[src/rtl/nivel_caixa_ctrl.sv]
// Tank level controller: synchronizes and debounces thermometer-coded level sensors,
// drives the inlet valve and flags invalid sensor codes and fill timeouts.
module nivel_caixa_ctrl #(
    parameter int N_SENS = 3,
    parameter int DEB    = 4,
    parameter int LOW_TH = 1,
    parameter int TMO    = 16
) (
    input  logic                            Clk,
    input  logic                            Rst_n,
    input  logic [N_SENS-1:0]               Sens,
    input  logic                            Err_Clr,
    output logic                            Ve,
    output logic                            Al,
    output logic                            Err,
    output logic [$clog2(N_SENS+1)-1:0]     Nivel,
    output logic                            Nv_Critico,
    output logic                            Nv_Cheio,
    output logic [1:0]                      Estado
);

    localparam int W     = $clog2(N_SENS + 1);
    localparam int CNT_W = (DEB > 1) ? $clog2(DEB) : 1;
    localparam int TMO_W = $clog2(TMO + 1);

    localparam logic [CNT_W-1:0] CNT_MAX = CNT_W'(DEB - 1);
    localparam logic [TMO_W-1:0] TMO_V   = TMO_W'(TMO);
    localparam logic [W-1:0]     LOW_V   = W'(LOW_TH);
    localparam logic [W-1:0]     FULL_V  = W'(N_SENS);

    localparam logic [1:0] OCIOSO   = 2'd0;
    localparam logic [1:0] ENCHENDO = 2'd1;
    localparam logic [1:0] ERRO     = 2'd2;

    function automatic logic [W-1:0] f_popcount(input logic [N_SENS-1:0] v);
        logic [W-1:0] c;
        c = '0;
        for (int i = 0; i < N_SENS; i++) c = c + W'(v[i]);
        return c;
    endfunction

    // A 1 directly above a 0 anywhere breaks the thermometer code.
    function automatic logic f_is_thermo(input logic [N_SENS-1:0] v);
        logic ok;
        ok = 1'b1;
        for (int i = 1; i < N_SENS; i++) begin
            if (v[i] && !v[i-1]) ok = 1'b0;
        end
        return ok;
    endfunction

    logic [N_SENS-1:0] r_sync1;
    logic [N_SENS-1:0] r_sync2;
    logic [N_SENS-1:0] r_cand;
    logic [CNT_W-1:0]  r_cnt;
    logic [N_SENS-1:0] r_sens_f;
    logic [W-1:0]      r_nivel_last;
    logic [1:0]        r_state;
    logic [TMO_W-1:0]  r_tmo;
    logic              r_err;

    logic              w_valid;
    logic [W-1:0]      w_pop;
    logic [W-1:0]      w_nivel;
    logic [1:0]        w_next;

    always_ff @(posedge Clk or negedge Rst_n) begin
        if (!Rst_n) begin
            r_sync1 <= '0;
            r_sync2 <= '0;
        end else begin
            r_sync1 <= Sens;
            r_sync2 <= r_sync1;
        end
    end

    // Sens_f only takes a vector that has stayed identical for DEB consecutive compares.
    always_ff @(posedge Clk or negedge Rst_n) begin
        if (!Rst_n) begin
            r_cand   <= '0;
            r_cnt    <= '0;
            r_sens_f <= '0;
        end else if (r_sync2 != r_cand) begin
            r_cand <= r_sync2;
            r_cnt  <= '0;
        end else if (r_cnt < CNT_MAX) begin
            r_cnt <= r_cnt + CNT_W'(1);
        end else begin
            r_sens_f <= r_cand;
        end
    end

    assign w_valid = f_is_thermo(r_sens_f);
    assign w_pop   = f_popcount(r_sens_f);
    assign w_nivel = w_valid ? w_pop : r_nivel_last;

    always_ff @(posedge Clk or negedge Rst_n) begin
        if (!Rst_n) begin
            r_nivel_last <= '0;
        end else if (w_valid) begin
            r_nivel_last <= w_pop;
        end
    end

    always_comb begin
        w_next = r_state;
        if (!w_valid) begin
            w_next = ERRO;
        end else begin
            case (r_state)
                OCIOSO:   if (w_nivel <= LOW_V) w_next = ENCHENDO;
                ENCHENDO: begin
                    if (w_nivel == FULL_V)    w_next = OCIOSO;
                    else if (r_tmo == TMO_V)  w_next = ERRO;
                end
                ERRO:     if (Err_Clr) w_next = OCIOSO;
                default:  w_next = OCIOSO;
            endcase
        end
    end

    // Timeout restarts whenever the filling state is (re)entered or the level rises.
    always_ff @(posedge Clk or negedge Rst_n) begin
        if (!Rst_n) begin
            r_state <= OCIOSO;
            r_tmo   <= '0;
            r_err   <= 1'b0;
        end else begin
            r_state <= w_next;
            r_err   <= (w_next == ERRO);
            if (r_state != ENCHENDO) begin
                r_tmo <= '0;
            end else if (w_valid && (w_pop > r_nivel_last)) begin
                r_tmo <= '0;
            end else if (r_tmo != TMO_V) begin
                r_tmo <= r_tmo + TMO_W'(1);
            end
        end
    end

    assign Nivel      = w_nivel;
    assign Nv_Critico = w_valid && (w_nivel == '0);
    assign Nv_Cheio   = (w_nivel == FULL_V);
    assign Ve         = (r_state == ENCHENDO);
    assign Err        = r_err;
    assign Al         = r_err | Nv_Critico;
    assign Estado     = r_state;

endmodule

[config.mk]
export PLATFORM = sky130hd
export DESIGN_NAME = nivel_caixa_ctrl
export DESIGN_NICKNAME = d
export VERILOG_FILES = /design/src/rtl/nivel_caixa_ctrl.sv
export SDC_FILE = /design/constraint.sdc
export NUM_CORES = 1
export LEC_CHECK = 0
export BUFFER_PORTS_ARGS = -buffer_cell sky130_fd_sc_hd__buf_2
export CORE_MARGIN = 5
export CORE_UTILIZATION = 41
export CTS_BUF_LIST = sky130_fd_sc_hd__clkbuf_8 sky130_fd_sc_hd__clkbuf_16
export CTS_CLUSTER_SIZE = 14
export DETAILED_ROUTE_END_ITERATION = 8
export PLACE_DENSITY = 0.67
export SYNTH_ARGS = -nofsm -noshare
export SYNTH_HDL_FRONTEND = slang
export SYNTH_SLANG_ARGS = --single-unit
[constraint.sdc]
create_clock -name Clk -period 2.6 [get_ports Clk]
set_input_delay 0.52 -clock Clk [delete_from_list [all_inputs] [get_ports Clk]]
set_output_delay 0.52 -clock Clk [all_outputs]
set_load 0.005 [all_outputs]
==> results of run 1 <==
[placed cells by master (no fill, tap or decap), drive strengths merged]
cell      n
bufinv    1
nand2     5
clkbuf    3
ha        5
o311ai    2
xor2      3
nand2b    1
and4bb    1
dfrtp    24
or3b      1
nor2b     1
a21o      1
inv       7
and2      1
buf      15
a2bb2oi   1
nand4     1
mux2i     3
nand3     4
and4      1
fa        1
a211oi    4
o21ai     2
xnor2     4
nor2      3
a221oi    1
mux2      5
[state kept, by name (all words and copies together), names as in the netlist]
| register | count |
|---|---|
| Err | 1 |
| r_cnt | 2 |
| r_nivel_last | 2 |
| r_sens_f | 3 |
| r_cand | 3 |
| Estado | 2 |
| r_tmo | 5 |
| r_sync1 | 3 |
| r_sync2 | 3 |
[routing by layer]
metal	vias to the layer above	wire (um)	track usage [%]
li1	324	-	-
met2	12	869	19.6
met5	-	0	0
met4	0	48	7.43
met1	329	744	15.2
met3	5	53	2.10
[layout make-up]
cell class,count,area [um^2],share of cell area [%]
Multi-Input combinational cell,51,428,34.5
Clock buffer,3,41.3,3.33
Tap cell,30,37.5,3.02
Inverter,7,26.3,2.12
Sequential cell,24,601,48.4
Timing Repair Buffer,15,77.6,6.25
Clock inverter,1,30.0,2.42
[cell families (layout without fill, tap and decap cells)]
logic type,after synthesis,count (layout),synth area share (%)
xor+xnor,7,7,5.72
simple gates,19,19,10.2
fa+ha+maj,6,6,7.71
flops,24,24,56.1
compound gates,11,11,8.29
mux,8,8,8.06
buf+inv,11,26,3.97
[worst max-delay path by stage]
stage | start | end | slack, ps | depth (start not counted)
5_1_grt | r_sens_f[0] | Nv_Cheio | 290 | 4
4_1_cts | r_sens_f[0] | Al | 370 | 4
2_1_floorplan | r_sens_f[0] | r_tmo[0] | 710 | 6
3_3_place_gp | r_sens_f[0] | r_tmo[4] | 590 | 6
6_report | r_sens_f[0] | Al | 380 | 4
3_5_place_dp | r_sens_f[0] | r_tmo[4] | 520 | 6
[through the flow]
step | total power [mW] | hold slack (ps)
after floorplan | 0.639 | 224
after global placement | 0.695 | 332
after detailed placement | 0.712 | 340
after CTS | 1.04 | 224
after global routing | 1.11 | 236
final | 1.02 | 207
[critical path: cells and delay by family (launching register included)]
family / cells / cell delay, ps
and+or+nand+nor: 1 / 90
AOI/OAI and AO/OA: 1 / 170
adders and majority gates: 1 / 640
DFF: 1 / 410
buffers and inverters: 1 / 120
[power breakdown]
| part | total, mW | leakage (nW) | switching, mW | internal [mW] |
|---|---|---|---|---|
| Clock | 0.325 | 0.0357 | 0.119 | 0.206 |
| Sequential | 0.477 | 0.301 | 0.0464 | 0.431 |
| Combinational | 0.222 | 0.249 | 0.111 | 0.111 |
| Total | 1.02 | 0.586 | 0.277 | 0.748 |
==> impl_metrics.ini, run 1 <==
[run_status]
status = complete, no violations

[route]
drc = 0
post_drt_wl_per_cell_um = 13.1
ant_nets = 0
drt_wl_total_um = 1720
via_per_inst = 5.11
num_vias = 670
drt_first_pass_iters = 4
drtIter0Drc = 7

[clocking]
clk_latency_ps = 270
cts_root_buffer = clkbuf_8
post-cts-setup-buffers = 0
cts_tree = yes
clk_pin_slew_ps = 80
cts_sinks = 24
htree_levels = 1
cts_buffers = 3
cts_resized = 0
clock_path_buffers = 2
cts_hold_buf = 0

[yosys]
synth.most_common_cell = dfrtp_1
synthTopCellsByArea = dfrtp_1, ha_1, mux2_2
async_reset_ff_share_pct = 100
ys_seq_area_share_pct = 56.1
synth_top_area_cell = dfrtp_1
yosysTopAreaCellShare_pct = 56.1
netlist_instances = 86
synth_flop_cell = dfrtp_1
syn_area_um2 = 1070
yosys.cell_types.count = 26
ys_seq_elements = 24
synth_nets = 98
yosys_warnings = 0
syn_area_per_cell_um2 = 12.5
synth_edf_count = 0
synth_common_cells = dfrtp_1, inv_1, ha_1, mux2_2, nand2_1

[setup_path]
ff2ff_path_depth = 6
path_class = register to output pin
crit_chain = fa_1, nor2_1, a21o_1, buf_2
timing.rr.start = r_sens_f[0]
cp.arrival_ps = 1700
cp_slowest_cell = fa_1
startpoint_type = register
worst_setup_path_end_kind = output pin
slowest_delay_ps = 640
required_ps = 2080
crit_fanout = 5
rrSetupSlack_ps = 490
r2r_end = r_tmo[4]

[floorplan]
die_w_um = 61.1
ioPinCount = 15
rows = 18
initial_utilization_pct = 43.2
die_h_um = 61.1
dieArea_um2 = 3730
core_area_um2 = 2480

[global_route]
antenna_found_initial = 0
grtUsageTotal_pct = 12.2
grt_pass1_vias = 745
grt_start_max_net_pins = 25
grt_pass1_wl_um = 3350
grt-ovfl-total = 0

[final_layout]
fin_area_um2 = 1240
fin_nets = 114
fin_util_pct = 50.1
area_delta_synth_final_pct = 15.9
diodes = 0
layout-drive-gt1-share_pct = 25.7
fin_cells = 131
fillers = 234

[place]
gp_congestion = 0.745
dp.cells = 127
placed_cell_area_um2 = 1170
placement.io_buffers = 14
pre_cts_ws_ps = 518
place_hpwl_um = 1300

[sta]
fin_setup_tns_ps = 0
tightest_slew_ps = 501
clock_skew_ps = 3.26
report.final.slew_viol_count = 0
post-route-min-period_ps = 2220
fin_crit_sh_pct = 85.3
hold_viol_final = 0
setup_slack_ps = 382
setup_violations = 0
rsz0062_at_grt = no
clock.fmax_mhz = 451
relSlewSlack_pct = 66.6

[min_path]
hold_path_class = input port to async pin

[power]
power.density_nw_per_um2 = 826
ir_drop_uv = 518
p_leak_nw = 0.586

[run]
max-cap-violations = 0
(Power assumes the default switching activity.)
==> run 2: changes to the inputs <==
==> config.mk (replaced) <==
export PLATFORM = sky130hd
export DESIGN_NAME = nivel_caixa_ctrl
export DESIGN_NICKNAME = d
export VERILOG_FILES = /design/src/rtl/nivel_caixa_ctrl.sv
export SDC_FILE = /design/constraint.sdc
export NUM_CORES = 1
export LEC_CHECK = 0
export CORE_MARGIN = 5
export CORE_UTILIZATION = 41
export CTS_BUF_LIST = sky130_fd_sc_hd__clkbuf_8 sky130_fd_sc_hd__clkbuf_16
export CTS_CLUSTER_SIZE = 14
export DETAILED_ROUTE_END_ITERATION = 8
export DONT_BUFFER_PORTS = 1
export PLACE_DENSITY = 0.62
export SYNTH_ARGS = -nofsm -noshare
export SYNTH_HDL_FRONTEND = slang
export SYNTH_SLANG_ARGS = --single-unit
==> run 2 against run 1 <==
  * Clock skew is essentially flat
  * Critical path depth shrank 1
  * Wire length shrank 2.8%
==> impl_metrics.ini, run 2 (synthesized netlist as in run 1, its figures left out) <==
[run_status]
status = complete, no violations

[clocking]
cts_buffers = 3
htree_levels = 1
cts_tree = yes
clock_path_buffers = 2
cts_sinks = 24
clk_latency_ps = 260
clk_pin_slew_ps = 80
cts_root_buffer = clkbuf_8

[final_layout]
largest_reg_flops = 5
largest_register = r_tmo
layout_commonest_cell = dfrtp_1
diodes = 0
mostFrequentLayoutCells = dfrtp_1, inv_1, nand2_1, mux2_2, ha_1
fin_area_um2 = 1160
layout-drive-gt1-share_pct = 13.6
fin_nets = 101
area_delta_synth_final_pct = 8.76

[floorplan]
initial_utilization_pct = 43.2
core_area_um2 = 2480
die_h_um = 61.1
ioPinCount = 15
dieArea_um2 = 3730
die_w_um = 61.1
rows = 18

[sta]
clock.fmax_mhz = 470
fin_setup_tns_ps = 0
relSlewSlack_pct = 31.0
tightest_slew_ps = 1030
post-route-min-period_ps = 2130
hold_viol_final = 0
setup_violations = 0
report.final.slew_viol_count = 0
clock_skew_ps = 2.98
rsz0062_at_grt = no
fin_crit_sh_pct = 81.8

[global_route]
grt_start_max_net_pins = 25
grt_pass1_vias = 685
antenna_found_initial = 0
grt-ovfl-total = 0
grt_pass1_wl_um = 2870
grtUsageTotal_pct = 10.4

[route]
ant_nets = 0
drtIter0Drc = 4
drt_first_pass_iters = 2
drc = 0
via_per_inst = 5.26
drt_wl_total_um = 1670
post_drt_wl_per_cell_um = 14.1
num_vias = 621

[min_path]
hold_path_class = input port to register

[setup_path]
crit_fanout = 5
cp.arrival_ps = 1610
slowest_delay_ps = 620
startpoint_type = register
worst_setup_path_end_kind = output pin
cp_top_family = adder cells
critPathBufInv = 0
crit_chain = fa_1, nand2_1, mux2i_1
path_class = register to output pin
required_ps = 2080
cp_slowest_cell = fa_1

[place]
placed_cell_area_um2 = 1100
placement.io_buffers = 0
gp_congestion = 0.807
place_hpwl_um = 1250

[power]
power.density_nw_per_um2 = 800
power_frac_comb_pct = 21.3
p_int_uw = 663
clkPwrFrac_pct = 26.8
seqPwrFrac_pct = 51.9
p_leak_nw = 0.526
ir_drop_uv = 347
switching_share_pct = 28.8
p_switching_uw = 269

[run]
max-cap-violations = 0
==> run 2: per-layer routing <==
layer | vias to the layer above | GRT usage, % | wire [um]
met3 | 2 | 2.94 | 125
li1 | 300 | - | -
met1 | 306 | 11.2 | 721
met4 | 0 | 4.64 | 12
met5 | - | 0 | 0
met2 | 13 | 18.9 | 809
==> run 2: per-stage QoR <==
stage | hold WS, ps | utilization [%] | setup slack, ps | instances | total power [mW]
after floorplan | 224 | - | 713 | 86 | 0.639
after global placement | 225 | 44.4 | 602 | 113 | 0.682
after detailed placement | 225 | 44.4 | 525 | 113 | 0.687
after CTS | 271 | 47.0 | 449 | 118 | 0.950
after global routing | 253 | 47.0 | 364 | 118 | 0.993
final | 279 | 47.0 | 473 | 118 | 0.932
==> run 2: worst paths after layout <==
check	start	endpoint	slack [ps]	depth (start not counted)
max	r_sens_f[0]	Nv_Cheio	470	3
min	Sens[0]	r_sync1[0]	280	0
max reg2reg	r_sens_f[0]	r_tmo[0]	510	6
min reg2reg	r_sync1[0]	r_sync2[0]	360	0
max in group asynchronous	Rst_n	r_sens_f[0]	1100	1
min in group asynchronous	Rst_n	r_nivel_last[1]	880	1
==> run 2: area by class of cell <==
cell class	instances	area [um^2]
inverters	7	26.3
clock buffers	4	55.1
repair buffers	2	17.5
well taps	30	37.5
multi-input cells	51	428
flip-flops and latches	24	601
fillers	231	1310
==> run 2: worst register-to-register path, stage by stage (launching register included) <==
cell and delay, ps:
dfrtp_1 420, fa_1 620, inv_1 60, ha_1 170
nor2b_1 120, a2bb2oi_1 410, a211oi_1 160
==> run 2: repair_timing <==
action,4_1_cts,5_1_grt
setup buffers,0,0
hold endpoints to repair,24,0
resized for setup,0,0
hold buffers,1,0
==> run 2: power groups by stage <==
| stage | clock network (mW) | logic (mW) | registers, mW |
|---|---|---|---|
| after floorplan | 0 | 0.163 | 0.476 |
| after global placement | 0 | 0.193 | 0.489 |
| after detailed placement | 0 | 0.196 | 0.492 |
| after CTS | 0.260 | 0.205 | 0.484 |
| after global routing | 0.276 | 0.225 | 0.492 |
| final | 0.250 | 0.199 | 0.483 |
==> run 3: changes to the inputs <==
==> constraint.sdc (replaced) <==
create_clock -name Clk -period 2.2 [get_ports Clk]
set_input_delay 0.44 -clock Clk [delete_from_list [all_inputs] [get_ports Clk]]
set_output_delay 0.44 -clock Clk [all_outputs]
set_load 0.005 [all_outputs]
==> run 3 against run 2 <==
  * Non-clock buffer count unchanged
  * Total power increased by 18%
  * Register-to-register slack got worse by 260 ps
  * Global-route usage is the same
  * Critical path depth unchanged
  * Clock power grew 18%
  * Combinational power up 19%
  * Worst setup slack got worse by 320 ps
  * Worst hold slack got worse by 78 ps
  * Utilization rose by 0.25 points
  * Via count grew 0.16%
==> impl_metrics.ini, run 3 (synthesized netlist as in run 1, its figures left out) <==
[sta]
hold_viol_final = 0
fin_setup_tns_ps = 0
fin_crit_sh_pct = 93.2
post-route-min-period_ps = 2050
report.final.slew_viol_count = 0
relSlewSlack_pct = 31.2
clock_skew_ps = 1.12
setup_violations = 0
hold_slack_ps = 201
tightest_slew_ps = 1030
clock.fmax_mhz = 488
rsz0062_at_grt = no

[final_layout]
largest_reg_flops = 5
fin_nets = 101
mostFrequentLayoutCells = dfrtp_1, inv_1, nand2_1, mux2_2, ha_1
diodes = 0
area_delta_synth_final_pct = 9.35
fillers = 232
multiInputGateArea_um2 = 434
fin_cells = 118
layout_commonest_cell = dfrtp_1
regArea_um2 = 601
layout-drive-gt1-share_pct = 14.8
largest_register = r_tmo

[clocking]
cts_sinks = 24
post-cts-setup-buffers = 0
cts_root_buffer = clkbuf_8
clock_path_buffers = 2
clk_latency_ps = 260
cts_buffers = 3
clk_pin_slew_ps = 80
htree_levels = 1
cts_tree = yes

[route]
drtIter0Drc = 3
drt_first_pass_iters = 4
drt_wl_total_um = 1660
num_vias = 622
drc = 0
ant_nets = 0
via_per_inst = 5.27
post_drt_wl_per_cell_um = 14.0

[place]
dp.cells = 113
gp_congestion = 0.807
place_hpwl_um = 1250
placement.io_buffers = 0

[setup_path]
startpoint_type = register
rrSetupSlack_ps = 250
path_class = register to output pin
crit_fanout = 5
cp.arrival_ps = 1610
required_ps = 1760
worst_setup_path_end_kind = output pin

[global_route]
grt_pass1_vias = 685
grt-ovfl-total = 0
grt_start_max_net_pins = 25
grt_pass1_wl_um = 2870
grtUsageTotal_pct = 10.4
antenna_found_initial = 0

[power]
power.density_nw_per_um2 = 940
p_leak_nw = 0.525
ir_drop_uv = 410

[floorplan]
dieArea_um2 = 3730
die_h_um = 61.1
rows = 18
core_area_um2 = 2480
die_w_um = 61.1
ioPinCount = 15
initial_utilization_pct = 43.2

[run_status]
status = complete, no violations

[min_path]
hold_path_class = input port to register

[run]
max-cap-violations = 0
==> run 3: repair_timing <==
| item | in CTS | in global routing |
|---|---|---|
| endpoints found under the hold margin | 24 | 0 |
| resized for setup | 0 | 1 |
| hold buffers | 1 | 0 |
| setup endpoints to repair | 0 | 2 |
==> run 3: path summary, 6_finish.rpt <==
path                                  start         endpoint  depth (start not counted)
worst min register to register   r_sync1[0]       r_sync2[0]                          0
worst max-delay path            r_sens_f[0]         Nv_Cheio                          3
min in group asynchronous             Rst_n  r_nivel_last[1]                          1
worst max register to register  r_sens_f[0]         r_tmo[0]                          5
max in group asynchronous             Rst_n      r_sens_f[0]                          1
worst min-delay path                Sens[2]       r_sync1[2]                          0
==> run 3: layout make-up <==
cell class | count | share of cell area (%)
Inverter | 7 | 2.24
Timing Repair Buffer | 2 | 1.50
Sequential cell | 24 | 51.3
Multi-Input combinational cell | 51 | 37.1
Tap cell | 30 | 3.21
Clock buffer | 4 | 4.70
==> run 3: layer usage <==
metal  vias up  part of all wire [%]  GRT usage [%]
met5         -                     0              0
met3         2                   7.7           2.94
met1       304                    42           11.2
met2        15                    50           18.9
li1        301                     -              -
met4         0                  0.72           4.64
==> run 3: per-stage QoR <==
stage	utilization (%)	total power [mW]	cell area (um^2)	setup WS (ps)
finish	47.3	1.10	1170	151
global route	47.3	1.17	1170	44.4
CTS	47.0	1.12	1160	99.4
detailed placement	44.4	0.812	1100	125
global placement	44.4	0.806	1100	202
floorplan	-	0.755	1070	313
==> run 3: critical path, cell delays in order, from the launching register on <==
cell     delay, ps
dfrtp_1        420
fa_1           620
nand2_1        100
mux2i_1        210
==> run 3: power breakdown <==
part | switching [mW] | internal [mW]
Combinational | 0.119 | 0.116
Clock | 0.135 | 0.159
Sequential | 0.0619 | 0.509
Total | 0.316 | 0.785
